## src/rtl/sll_arbiter.sv

```systemverilog
// Round-robin front end for a shared singly-linked-list engine: one operation in
// flight at a time, results routed back to the granted requester, watchdog on WAIT.
module sll_arbiter #(
  parameter int NUM_REQ    = 4,
  parameter int DATA_WIDTH = 8,
  parameter int ADDR_WIDTH = 4,
  parameter int OP_WIDTH   = 3,
  parameter int TIMEOUT    = 64,
  localparam int GW        = (NUM_REQ > 1) ? $clog2(NUM_REQ) : 1
) (
  input  logic                           clk_i,
  input  logic                           rst_ni,
  input  logic [NUM_REQ-1:0]             req_i,
  input  logic [NUM_REQ*OP_WIDTH-1:0]    req_op_i,
  input  logic [NUM_REQ*DATA_WIDTH-1:0]  req_data_i,
  input  logic [NUM_REQ*ADDR_WIDTH-1:0]  req_addr_i,
  output logic [NUM_REQ-1:0]             rsp_valid_o,
  output logic [DATA_WIDTH-1:0]          rsp_data_o,
  output logic [ADDR_WIDTH-1:0]          rsp_next_o,
  output logic                           rsp_fault_o,
  output logic                           rsp_timeout_o,
  output logic                           busy_o,
  output logic [GW-1:0]                  grant_id_o,
  output logic [OP_WIDTH-1:0]            sll_op_o,
  output logic [DATA_WIDTH-1:0]          sll_data_in_o,
  output logic [ADDR_WIDTH-1:0]          sll_addr_in_o,
  output logic                           sll_op_start_o,
  input  logic                           sll_op_done_i,
  input  logic [DATA_WIDTH-1:0]          sll_data_out_i,
  input  logic [ADDR_WIDTH-1:0]          sll_next_node_addr_i,
  input  logic                           sll_fault_i
);

  localparam int CW = $clog2(TIMEOUT);

  typedef enum logic [1:0] {IDLE, ISSUE, WAIT, RESP} state_e;

  typedef struct packed {
    logic [OP_WIDTH-1:0]   op;
    logic [DATA_WIDTH-1:0] data;
    logic [ADDR_WIDTH-1:0] addr;
  } req_t;

  req_t [NUM_REQ-1:0] req_a;

  for (genvar g = 0; g < NUM_REQ; g++) begin : g_slice
    assign req_a[g] = '{op:   req_op_i[g*OP_WIDTH +: OP_WIDTH],
                        data: req_data_i[g*DATA_WIDTH +: DATA_WIDTH],
                        addr: req_addr_i[g*ADDR_WIDTH +: ADDR_WIDTH]};
  end

  state_e                  state_q;
  logic [GW-1:0]           rr_ptr_q, grant_q;
  logic [CW-1:0]           cnt_q;
  logic [OP_WIDTH-1:0]     sll_op_q;
  logic [DATA_WIDTH-1:0]   sll_data_q, rsp_data_q;
  logic [ADDR_WIDTH-1:0]   sll_addr_q, rsp_next_q;
  logic                    start_q, rsp_fault_q, rsp_to_q;
  logic [NUM_REQ-1:0]      rsp_valid_q;

  logic                    pick_vld_d;
  logic [GW-1:0]           pick_idx_d, scan_idx, rr_ptr_d;

  // Scan from the top offset down so the closest requester above rr_ptr wins last.
  always_comb begin
    pick_vld_d = 1'b0;
    pick_idx_d = '0;
    scan_idx   = '0;
    for (int k = NUM_REQ - 1; k >= 0; k--) begin
      scan_idx = GW'((int'(rr_ptr_q) + k) % NUM_REQ);
      if (req_i[scan_idx]) begin
        pick_vld_d = 1'b1;
        pick_idx_d = scan_idx;
      end
    end
  end

  assign rr_ptr_d = (grant_q == GW'(NUM_REQ - 1)) ? '0 : grant_q + 1'b1;

  always_ff @(posedge clk_i or negedge rst_ni) begin
    if (!rst_ni) begin
      state_q     <= IDLE;
      rr_ptr_q    <= '0;
      grant_q     <= '0;
      cnt_q       <= '0;
      sll_op_q    <= '0;
      sll_data_q  <= '0;
      sll_addr_q  <= '0;
      start_q     <= 1'b0;
      rsp_valid_q <= '0;
      rsp_data_q  <= '0;
      rsp_next_q  <= '0;
      rsp_fault_q <= 1'b0;
      rsp_to_q    <= 1'b0;
    end else begin
      start_q     <= 1'b0;
      rsp_valid_q <= '0;
      case (state_q)
        IDLE: if (pick_vld_d) begin
          grant_q    <= pick_idx_d;
          sll_op_q   <= req_a[pick_idx_d].op;
          sll_data_q <= req_a[pick_idx_d].data;
          sll_addr_q <= req_a[pick_idx_d].addr;
          start_q    <= 1'b1;
          state_q    <= ISSUE;
        end
        ISSUE: begin
          cnt_q   <= '0;
          state_q <= WAIT;
        end
        WAIT: begin
          cnt_q <= cnt_q + 1'b1;
          // done has priority over an expiring watchdog in the same cycle
          if (sll_op_done_i) begin
            rsp_data_q           <= sll_data_out_i;
            rsp_next_q           <= sll_next_node_addr_i;
            rsp_fault_q          <= sll_fault_i;
            rsp_to_q             <= 1'b0;
            rsp_valid_q[grant_q] <= 1'b1;
            state_q              <= RESP;
          end else if (cnt_q == CW'(TIMEOUT - 1)) begin
            rsp_data_q           <= '0;
            rsp_next_q           <= '0;
            rsp_fault_q          <= 1'b1;
            rsp_to_q             <= 1'b1;
            rsp_valid_q[grant_q] <= 1'b1;
            state_q              <= RESP;
          end
        end
        RESP: begin
          rr_ptr_q <= rr_ptr_d;
          state_q  <= IDLE;
        end
        default: state_q <= IDLE;
      endcase
    end
  end

  assign rsp_valid_o    = rsp_valid_q;
  assign rsp_data_o     = rsp_data_q;
  assign rsp_next_o     = rsp_next_q;
  assign rsp_fault_o    = rsp_fault_q;
  assign rsp_timeout_o  = rsp_to_q;
  assign busy_o         = (state_q != IDLE);
  assign grant_id_o     = grant_q;
  assign sll_op_o       = sll_op_q;
  assign sll_data_in_o  = sll_data_q;
  assign sll_addr_in_o  = sll_addr_q;
  assign sll_op_start_o = start_q;

endmodule

```

## config.mk

```make
export PLATFORM = sky130hd
export DESIGN_NAME = sll_arbiter
export DESIGN_NICKNAME = d
export VERILOG_FILES = /design/src/rtl/sll_arbiter.sv
export SDC_FILE = /design/constraint.sdc
export NUM_CORES = 1
export LEC_CHECK = 0
export CORE_AREA = 5 5 83 85
export DETAILED_ROUTE_END_ITERATION = 10
export DIE_AREA = 0 0 88 90
export GPL_TIMING_DRIVEN = 0
export PLACE_DENSITY = 0.77
export RECOVER_POWER = 100
export SYNTH_ARGS = -nofsm -noshare
export SYNTH_HDL_FRONTEND = slang
export SYNTH_SLANG_ARGS = --single-unit
```

## constraint.sdc

```tcl
create_clock -name clk_i -period 2.1 [get_ports clk_i]
set_input_delay 0.21 -clock clk_i [delete_from_list [all_inputs] [get_ports clk_i]]
set_output_delay 0.21 -clock clk_i [all_outputs]
set_load 0.05 [all_outputs]
```

==> flow_summary.json <==
{
  "status": "completed",
  "synth_edf_count": 0,
  "start_kind": "input port",
  "syn-cell-area_mm2": 0.00240,
  "dieWidth_um": 88,
  "syn_to_final_growth_pct": 55.2,
  "power_density_mw_per_mm2": 1420,
  "fin_crit_ns": 1.90,
  "grtUsageTotal_pct": 17.6,
  "start_util_pct": 39.1,
  "grt_setup_unrepaired": "no",
  "cp.required_ns": 2.26,
  "grt_max_degree": 36,
  "drive_gt1_share_pct": 8.28,
  "drv_slew": 0,
  "place_congestion": 0.764,
  "path_class": "input port to register",
  "htreeDepth": 2,
  "dr_total_vias": 2086,
  "ys.flop_type": "dfrtp_1",
  "end_kind": "register",
  "regToRegSetupSlack_ns": 0.24,
  "syn_area_per_cell_um2": 11.3,
  "clkTransAtPathRegs_ns": 0.09,
  "finalCritPeriodShare_pct": 90.6,
  "route.detailed.drc": 0,
  "async_reset_ff_share_pct": 100,
  "grt_pass1_vias": 2170,
  "synth_cells": 212,
  "dp.final_hpwl_mm": 5.42,
  "arrival_ns": 2.07,
  "cts_tree": "yes",
  "fmaxAchievable_mhz": 526,
  "report.final.hold_viol_count": 0,
  "cts.path.max_buffers": 2,
  "diodes": 0,
  "seq_area_frac_synth_pct": 48.0,
  "syn_nets": 301,
  "clkSinkCount": 46,
  "antenna_found_initial": 0,
  "die_area_mm2": 0.00792,
  "critPathMaxFanout": 10,
  "cap_violations": 0,
  "fin_ws_ns": 0.197,
  "hold_class": "input port to register",
  "synth_cell_types": 37,
  "die_h_um": 90,
  "grt_use_met2_pct": 30.7,
  "synth_warnings": 0,
  "overflow": 0,
  "gr-usage-met1_pct": 21.4,
  "synth_area_leaders": "dfrtp_1 (48%), mux2i_1 (13%), ha_1 (4.7%)",
  "pin_count": 117,
  "p_leak_nw": 1.73,
  "gr-usage-met3_pct": 3.11,
  "drtIter0Drc": 33,
  "synth_seq_cells": 46,
  "cts-root-buf": "clkbuf_8",
  "core_mm2": 0.00613,
  "top_usage_layer": "met2",
  "finalSetupViolations": 0,
  "grt_pass1_wl_mm": 10.8,
  "ir_worst_vdd_v": 0.000697,
  "drt_pass1_iterations": 4,
  "row_count": 29,
  "pre_cts_ws_ns": -0.0727,
  "portBuffers": 116,
  "cts-buffers-inserted": 5,
  "wl_mm": 6.71,
  "skew_ns": 0.0100,
  "final_antenna_net_count": 0,
  "worst_pin_slew_ns": 0.835,
  "via_per_inst": 5.03,
  "yosys.area.top_type": "dfrtp_1",
  "clock_latency_ns": 0.30,
  "yosysTopAreaCellShare_pct": 48.0,
  "slew_headroom_pct": 44.4,
  "tns_ns": 0,
  "routedWlPerCell_um": 16.2,
  "final_nets": 426,
  "synth_most_common_cell": "dfrtp_1",
  "synth_common_cells": "dfrtp_1 (46), mux2i_1 (31), nand2_1 (22)"
}
==> worst max-delay path: stages <==
cell	delay (ns)
clkdlybuf4s50_1	0.49
nor4_1	0.41
nand2b_1	0.17
buf_6	0.14
inv_2	0.05
nand2_2	0.14
clkbuf_2	0.28
o221ai_1	0.16
==> power breakdown <==
part / total, mW / internal [mW] / switching [mW] / leakage [nW]
logic: 3.27 / 1.18 / 2.09 / 1.11
clock network: 0.560 / 0.241 / 0.320 / 0.0447
registers: 1.44 / 1.24 / 0.196 / 0.583
total: 5.27 / 2.66 / 2.61 / 1.73
==> stage by stage <==
step	hold slack (ns)	util (%)	cells	instance area [um^2]	total power, mW
final	0.447	60.7	415	3720	5.27
after global routing	0.477	60.7	415	3720	5.63
after CTS	0.337	61.6	415	3780	5.54
after detailed placement	0.118	59.9	406	3670	4.96
after global placement	0.468	59.6	405	3660	4.88
after floorplan	-0.0856	-	212	2400	3.79
==> sequential cells by signal, indices dropped and copies added, names as in the netlist <==
signal          flops
grant_id_o          2
cnt_q               6
rsp_next_o          4
sll_op_o            3
rsp_fault_o         1
sll_op_start_o      1
sll_data_in_o       8
sll_addr_in_o       4
rsp_valid_o         4
rsp_timeout_o       1
rr_ptr_q            2
rsp_data_o          8
state_q             2
==> what timing repair did <==
| action | CTS | global route |
|---|---|---|
| hold buffers | 1 | 0 |
| endpoints found under the hold margin | 11 | 0 |
| buffers inserted | 0 | 0 |
| resized for setup | 0 | 3 |
| setup endpoints to repair | 0 | 11 |
==> cells by family (layout without fill, tap and decap cells) <==
kind of cell               after synthesis  in the layout  share of synthesized area, %
buffers and inverters                   26            152                          5.89
AOI/OAI and AO/OA                       48             48                          17.7
adders and majority gates                9              9                          4.69
xor gates and xnor gates                 1              1                         0.365
muxes                                   31             31                          12.9
and+or+nand+nor                         51             51                          10.4
DFF                                     46             46                          48.0
==> final cells by class <==
cell class,instances,area [um^2]
flip-flops and latches,46,1150
repair buffers,118,1160
fillers,511,2410
inverters,13,48.8
well taps,77,96.3
plain buffers,13,87.6
clock inverters,3,25.0
clock buffers,5,68.8
multi-input cells,140,1080
==> cell usage in the layout (no fill, tap or decap), types with 4 or more instances in the layout <==
cell,count
clkbuf_2,5
clkbuf_8,5
dlygate4sd3_1,37
nand2_1,22
nor2_1,7
inv_1,11
o221ai_1,12
clkbuf_1,6
o21ai_0,10
clkdlybuf4s50_1,78
a21oi_1,5
mux2i_1,31
dfrtp_1,46
ha_1,9
a22o_1,12
and2_0,4
==> path summary, 6_finish.rpt <==
path | from | endpoint | cells after the start
setup / recovery | req_i[1] | sll_data_in_o[6] | 8
hold / removal | sll_fault_i | rsp_fault_o | 3
max in group asynchronous | rst_ni | rsp_next_o[0] | 3
setup reg to reg | state_q[0] | rsp_data_o[1] | 7
hold reg to reg | sll_addr_in_o[2] | sll_addr_in_o[2] | 2
min in group asynchronous | rst_ni | sll_data_in_o[3] | 2
==> routing by layer <==
metal	part of all wire, %	wire length, um
met1	41	2770
met2	52	3510
met3	4.8	321
met4	1.8	119
met5	0	0
Note: power is estimated with default switching activity, not from simulation.
